[src/rtl/sccb_wr_master_pkg.sv]
// Shared camera-control definitions for the SCCB write master: FSM states,
// default divider and frame sizing.
package cam_pkg;

   typedef enum logic [2:0] {
      IDLE  = 3'd0,
      START = 3'd1,
      BIT   = 3'd2,
      ACKS  = 3'd3,
      STOP  = 3'd4,
      DONE  = 3'd5
   } state_t;

   localparam logic [7:0] SCCB_DEV_WR = 8'h78;
   localparam int         QDIV_DEF    = 62;
   localparam int         NBYTES_DEF  = 4;

endpackage

[src/rtl/sccb_wr_master_if.sv]
// Sequencer handshake plus SCCB pad signals of the write master, bundled so the
// master and the sequencer/pad side see matching directions.
interface sccb_wr_master_if
   import cam_pkg::*;
#(
   parameter int NBYTES = NBYTES_DEF
);
   logic [8*NBYTES-1:0] cfg_data;
   logic                i2c_req;
   logic                i2c_ack;
   logic                nack;
   logic                busy;
   logic                sclk;
   logic                sda_out;
   logic                sda_oe;
   logic                sda_in;

   modport master (
      input  cfg_data, i2c_req, sda_in,
      output i2c_ack, nack, busy, sclk, sda_out, sda_oe
   );

   modport slave (
      output cfg_data, i2c_req, sda_in,
      input  i2c_ack, nack, busy, sclk, sda_out, sda_oe
   );
endinterface

[src/rtl/sccb_wr_master_qtick.sv]
// Quarter-period tick divider for SCL generation: a one-cycle tick every QDIV
// clocks and a 2-bit quarter phase, both held at zero while disabled.
module sccb_qtick #(
   parameter int QDIV = 62
) (
   input  logic       clk,
   input  logic       rst_n,
   input  logic       i_en,
   output logic       o_qtick,
   output logic [1:0] o_qphase
);
   localparam int CW = $clog2(QDIV);

   logic [CW-1:0] r_cnt;
   logic [1:0]    r_qphase;

   assign o_qtick  = i_en && (r_cnt == CW'(QDIV - 1));
   assign o_qphase = r_qphase;

   // divider count and quarter phase; cleared whenever the master is idle
   always_ff @(posedge clk) begin
      if (!rst_n) begin
         r_cnt    <= '0;
         r_qphase <= 2'd0;
      end else if (!i_en) begin
         r_cnt    <= '0;
         r_qphase <= 2'd0;
      end else if (o_qtick) begin
         r_cnt    <= '0;
         r_qphase <= r_qphase + 2'd1;
      end else begin
         r_cnt    <= r_cnt + CW'(1);
      end
   end
endmodule

[src/rtl/sccb_wr_master.sv]
// SCCB/I2C write master: shifts out one multi-byte write frame (START, bytes
// with ACK slots, STOP) per accepted request and reports any NACK.
module sccb_wr_master
   import cam_pkg::*;
#(
   parameter int QDIV   = QDIV_DEF,
   parameter int NBYTES = NBYTES_DEF
) (
   input  logic             clk_25M,
   input  logic             rst_100,
   sccb_wr_master_if.master bus
);
   localparam int             SW        = 8 * NBYTES;
   localparam int             BW        = $clog2(NBYTES);
   localparam logic [BW-1:0]  LAST_BYTE = BW'(NBYTES - 1);

   state_t        r_state;
   logic [SW-1:0] r_shreg;
   logic [BW-1:0] r_byte_cnt;
   logic [2:0]    r_bit_cnt;
   logic          r_sclk;
   logic          r_sda_out;
   logic          r_sda_oe;
   logic          r_ack;
   logic          r_nack;
   logic          r_busy;

   logic          w_run;
   logic          w_qtick;
   logic [1:0]    w_qphase;

   assign w_run = (r_state != IDLE);

   sccb_qtick #(.QDIV(QDIV)) u_qtick (
      .clk      (clk_25M),
      .rst_n    (rst_100),
      .i_en     (w_run),
      .o_qtick  (w_qtick),
      .o_qphase (w_qphase)
   );

   assign bus.sclk    = r_sclk;
   assign bus.sda_out = r_sda_out;
   assign bus.sda_oe  = r_sda_oe;
   assign bus.i2c_ack = r_ack;
   assign bus.nack    = r_nack;
   assign bus.busy    = r_busy;

   // frame sequencer: every action lands on the tick that ends its quarter
   always_ff @(posedge clk_25M) begin
      if (!rst_100) begin
         r_state    <= IDLE;
         r_shreg    <= '0;
         r_byte_cnt <= '0;
         r_bit_cnt  <= 3'd7;
         r_sclk     <= 1'b1;
         r_sda_out  <= 1'b1;
         r_sda_oe   <= 1'b1;
         r_ack      <= 1'b0;
         r_nack     <= 1'b0;
         r_busy     <= 1'b0;
      end else begin
         case (r_state)
            IDLE: begin
               if (bus.i2c_req && !r_ack) begin
                  r_shreg    <= bus.cfg_data;
                  r_byte_cnt <= '0;
                  r_bit_cnt  <= 3'd7;
                  r_nack     <= 1'b0;
                  r_busy     <= 1'b1;
                  r_state    <= START;
               end
            end
            START: begin
               if (w_qtick) begin
                  case (w_qphase)
                     2'd0: begin
                        r_sda_out <= 1'b1;
                        r_sda_oe  <= 1'b1;
                     end
                     2'd1: r_sda_out <= 1'b0;
                     2'd2: r_sclk    <= 1'b0;
                     2'd3: r_state   <= BIT;
                     default: r_state <= IDLE;
                  endcase
               end
            end
            BIT: begin
               if (w_qtick) begin
                  case (w_qphase)
                     2'd0: r_sda_out <= r_shreg[SW-1];
                     2'd1: r_sclk    <= 1'b1;
                     2'd2: r_sclk    <= 1'b1;
                     2'd3: begin
                        r_sclk  <= 1'b0;
                        r_shreg <= {r_shreg[SW-2:0], 1'b0};
                        if (r_bit_cnt == 3'd0) begin
                           r_state <= ACKS;
                        end else begin
                           r_bit_cnt <= r_bit_cnt - 3'd1;
                        end
                     end
                     default: r_state <= IDLE;
                  endcase
               end
            end
            ACKS: begin
               // a NACK is only recorded; the frame always runs to its STOP
               if (w_qtick) begin
                  case (w_qphase)
                     2'd0: r_sda_oe <= 1'b0;
                     2'd1: r_sclk   <= 1'b1;
                     2'd2: r_nack   <= r_nack | bus.sda_in;
                     2'd3: begin
                        r_sclk   <= 1'b0;
                        r_sda_oe <= 1'b1;
                        if (r_byte_cnt == LAST_BYTE) begin
                           r_state <= STOP;
                        end else begin
                           r_byte_cnt <= r_byte_cnt + BW'(1);
                           r_bit_cnt  <= 3'd7;
                           r_state    <= BIT;
                        end
                     end
                     default: r_state <= IDLE;
                  endcase
               end
            end
            STOP: begin
               if (w_qtick) begin
                  case (w_qphase)
                     2'd0: r_sda_out <= 1'b0;
                     2'd1: r_sclk    <= 1'b1;
                     2'd2: r_sda_out <= 1'b1;
                     2'd3: begin
                        r_ack   <= 1'b1;
                        r_busy  <= 1'b0;
                        r_state <= DONE;
                     end
                     default: r_state <= IDLE;
                  endcase
               end
            end
            DONE: begin
               if (!bus.i2c_req) begin
                  r_ack   <= 1'b0;
                  r_state <= IDLE;
               end
            end
            default: begin
               r_state   <= IDLE;
               r_sclk    <= 1'b1;
               r_sda_out <= 1'b1;
               r_sda_oe  <= 1'b1;
               r_ack     <= 1'b0;
               r_busy    <= 1'b0;
            end
         endcase
      end
   end
endmodule

[src/flat_wrapper.sv]
// flat-port wrapper written by rule: the top's interface ports become plain ports
module sccb_wr_master_flat import cam_pkg::*;
#(
   parameter int QDIV   = QDIV_DEF,
   parameter int NBYTES = NBYTES_DEF
)
  (clk_25M, rst_100, bus_cfg_data, bus_i2c_req, bus_sda_in, bus_i2c_ack, bus_nack, bus_busy, bus_sclk, bus_sda_out, bus_sda_oe);
  sccb_wr_master_if #(.NBYTES(NBYTES)) bus_i ();
  input  logic clk_25M;
  input  logic rst_100;
  input wire logic [$bits(bus_i.cfg_data)-1:0] bus_cfg_data;
  input wire logic [$bits(bus_i.i2c_req)-1:0] bus_i2c_req;
  input wire logic [$bits(bus_i.sda_in)-1:0] bus_sda_in;
  output wire logic [$bits(bus_i.i2c_ack)-1:0] bus_i2c_ack;
  output wire logic [$bits(bus_i.nack)-1:0] bus_nack;
  output wire logic [$bits(bus_i.busy)-1:0] bus_busy;
  output wire logic [$bits(bus_i.sclk)-1:0] bus_sclk;
  output wire logic [$bits(bus_i.sda_out)-1:0] bus_sda_out;
  output wire logic [$bits(bus_i.sda_oe)-1:0] bus_sda_oe;
  assign bus_i.cfg_data = bus_cfg_data;
  assign bus_i.i2c_req = bus_i2c_req;
  assign bus_i.sda_in = bus_sda_in;
  assign bus_i2c_ack = bus_i.i2c_ack;
  assign bus_nack = bus_i.nack;
  assign bus_busy = bus_i.busy;
  assign bus_sclk = bus_i.sclk;
  assign bus_sda_out = bus_i.sda_out;
  assign bus_sda_oe = bus_i.sda_oe;
  sccb_wr_master #(.QDIV(QDIV), .NBYTES(NBYTES)) u_core (.clk_25M(clk_25M), .rst_100(rst_100), .bus(bus_i));
endmodule
[config.mk]
export PLATFORM = sky130hd
export DESIGN_NAME = sccb_wr_master_flat
export DESIGN_NICKNAME = d
export VERILOG_FILES = /design/src/rtl/sccb_wr_master_pkg.sv /design/src/rtl/sccb_wr_master_if.sv /design/src/rtl/sccb_wr_master_qtick.sv /design/src/rtl/sccb_wr_master.sv /design/src/flat_wrapper.sv
export SDC_FILE = /design/constraint.sdc
export NUM_CORES = 1
export LEC_CHECK = 0
export CORE_UTILIZATION = 26
export DETAILED_ROUTE_END_ITERATION = 10
export PLACE_DENSITY = 0.51
export SYNTH_ARGS = -nofsm -noshare
export SYNTH_HDL_FRONTEND = slang
export SYNTH_SLANG_ARGS = --single-unit
[constraint.sdc]
create_clock -name clk_25M -period 2.25 [get_ports clk_25M]
set_input_delay 0.3375 -clock clk_25M [delete_from_list [all_inputs] [get_ports clk_25M]]
set_output_delay 0.3375 -clock clk_25M [all_outputs]
set_load 0.1 [all_outputs]
==> summary.txt <==
Clock network
  • Hold Buf Count CTS: 0
  • Clock sinks: between 50 and 60
  • Reg clk slew, reported paths: about 0.10 ns
  • CTS tree: done
  • Post-CTS Repair Setup Buffers: 0
  • Worst-Skew Late Latency: 0.31 ns
  • Cts repair resizes: 0
  • CTS buffer count: 5
  • Root buf cell: clkbuf_8
  • CTS max path bufs: 2
  • H-tree depth: 2

Status
  • Status: completed

Cells and area
  • Area grow syn2layout: 25.6%
  • Nets: 406
  • Most common cell after layout, fill and taps aside: dfxtp_1
  • Post-Layout Cell Count: about 500
  • Most frequent cells in the layout: 54 x dfxtp_1, 38 x a21oi_1, 35 x clkdlybuf4s50_1
  • Share of cells above drive strength 1: 0.141
  • Antenna Cells: 0

Timing
  • Slew Limit Fails: 0
  • Slew @ Worst Pin: 0.578 ns
  • Fmax: about 500 MHz
  • Final min period: approximately 2 ns
  • Final setup fails: 0
  • Hold_ws: about 0.46 ns
  • Fin. Hold Viols: 0
  • Tcrit/Tclk final: 0.873
  • Setup TNS: 0 ns
  • RSZ-0062 raised after global routing: false
  • Slew headroom: 0.610
  • Setup Skew: roughly 0.011 ns

Worst setup path
  • Req. time, crit path: 2.49 ns
  • Crit start category: flip-flop
  • Crit Path Class: flip-flop to flip-flop
  • CP Capture Type: flip-flop
  • CP Max Fanout: 9
  • Critical Path AT: roughly 2.2 ns

Global route
  • Global-route congestion overflow total: 0
  • Initial antenna violation count: 0
  • First-pass GRT wire length: approximately 12,000 µm
  • Vias in the first global route: around 2,500
  • Gr usage total: 0.132
  • Largest net degree at the start of global routing: 36

Floorplanning
  • Die Wd: 107 µm
  • Number of placement rows: 37
  • Core Box Area: between 10,000 and 15,000 µm²
  • IO Pins: 42
  • Die area: 11,500 µm²
  • Chip Height: around 110 µm
  • Starting Density: 0.273

Routing
  • Routed Antenna Nets: 0
  • Residual DRC count: 0
  • 1st-iter DRT viols: roughly 110
  • Detailed Route WL: roughly 7300 µm
  • Via count: between 2,000 and 3,000
  • Drt pass-1 iters: 4
  • DR vias/cell: ~5.1
  • Wirelength per Cell: 14.6 µm

Synthesis
  • Ys flop type: dfxtp_1
  • Syn Inst Count: 321
  • Yosys warnings: 0
  • Flops & latches, synth: 54
  • Number of flops mapped to enable cells by yosys: 0
  • Syn_area_per_cell: a little under 9 µm²
  • Syn_nets: between 300 and 400
  • Synth Cell Area: around 2900 µm²
  • Register area share after synthesis: 0.377
  • Asr flop ratio synth: 0
  • Distinct cells, synth: 59

Place
  • PortBufs: about 40
  • Placed Cells incl. Taps: between 400 and 500
  • Placer Congestion: about 0.81
  • HPWL Detailed: between 4000 and 5000 µm

Power and ir drop
  • Pwr Density: between 600 and 700 nW/µm²
  • Peak supply drop: 314 µV
  • P_leak: ~1.5 nW

Run
  • Max-Cap Viols: 0

Min path
  • HP Class: flip-flop to flip-flop
per-layer routing:
layer	track usage	routed length [µm]
met1	0.176	3540
met2	0.218	3370
met3	0.0219	263
met4	0.0391	86
met5	0	0
final cells by class:
type                            count  area [µm²]
Sequential cell                    54        1080
Multi-Input combinational cell    228        1630
Fill cell                        1073        6900
Tap cell                          136         170
Clock buffer                        6        82.6
Clock inverter                      2        16.3
Timing Repair Buffer               61         583
Inverter                           11        41.3
stage by stage:
step / cell area, µm² / power [mW] / worst slack [ns] / utilization
floorplan: 2870 / 1.44 / 0.155 / -
global placement: 3500 / 1.62 / 0.0795 / 0.333
detailed placement: 3500 / 1.63 / 0.0618 / 0.333
CTS: 3600 / 2.23 / 0.123 / 0.343
global route: 3600 / 2.33 / 0.0801 / 0.343
finish: 3600 / 2.20 / 0.285 / 0.343
state kept, by name, indices dropped and copies added (netlist names):
register	flops
u_core.bus.sda_oe	1
u_core.u_qtick.o_qphase	2
u_core.bus.i2c_ack	1
u_core.bus.sclk	1
u_core.r_shreg	32
u_core.u_qtick.r_cnt	6
u_core.bus.nack	1
u_core.r_byte_cnt	2
u_core.r_state	3
u_core.bus.sda_out	1
u_core.bus.busy	1
u_core.r_bit_cnt	3
cells in the mapped netlist (all sizes together) (2+ instances only):
cell,n,area (µm²)
ha,9,113
nand3,6,35.0
o221a,2,22.5
mux2i,31,310
o211ai,2,15.0
clkbuf,14,52.6
dfxtp,54,1080
a21boi,2,15.0
a2111oi,2,20.0
nor2,12,45.0
or3b,4,35.0
nand4,2,12.5
a21oi,38,190
nor2b,4,25.0
o21ai,13,65.1
inv,10,37.5
xnor2,3,26.3
nand2,12,45.0
nor3,9,45.0
o31ai,4,35.0
a211oi,33,248
xor2,2,17.5
o41ai,2,17.5
or4b,2,23.8
or2,2,12.5
a31oi,5,31.3
nand2b,2,12.5
nor4b,2,17.5
and3,3,18.8
buf,14,78.8
cells by family after synthesis:
kind of cell | Yosys count | synth area share
xor+xnor | 5 | 0.0153
buf+inv | 39 | 0.0602
fa+ha+maj | 9 | 0.0392
mux | 31 | 0.108
simple gates | 68 | 0.134
flops | 54 | 0.377
compound gates | 115 | 0.266
critical path: stages (launching register included):
cell      delay (ns)
dfxtp_1         0.41
ha_2            0.33
a21boi_0        0.16
a211o_1         0.33
or4b_1          0.52
a21oi_1         0.15
path summary, 6_finish.rpt:
path,startpoint,end,slack [ns],depth (start not counted)
max reg2reg,u_core.u_qtick.o_qphase[0]$_SDFFE_PN0P_,u_core.r_byte_cnt[0]$_SDFFE_PN0P_,0.28,5
min,u_core.r_shreg[0]$_SDFFE_PN0P_,u_core.r_shreg[0]$_SDFFE_PN0P_,0.46,2
min reg2reg,u_core.r_shreg[0]$_SDFFE_PN0P_,u_core.r_shreg[0]$_SDFFE_PN0P_,0.46,2
max,u_core.u_qtick.o_qphase[0]$_SDFFE_PN0P_,u_core.r_byte_cnt[0]$_SDFFE_PN0P_,0.28,5
power by group:
part	switching, mW	internal [mW]
Sequential	0.0489	1.04
Clock	0.338	0.254
Combinational	0.269	0.248
Total	0.656	1.54
Power figures use the tool's default switching activity.
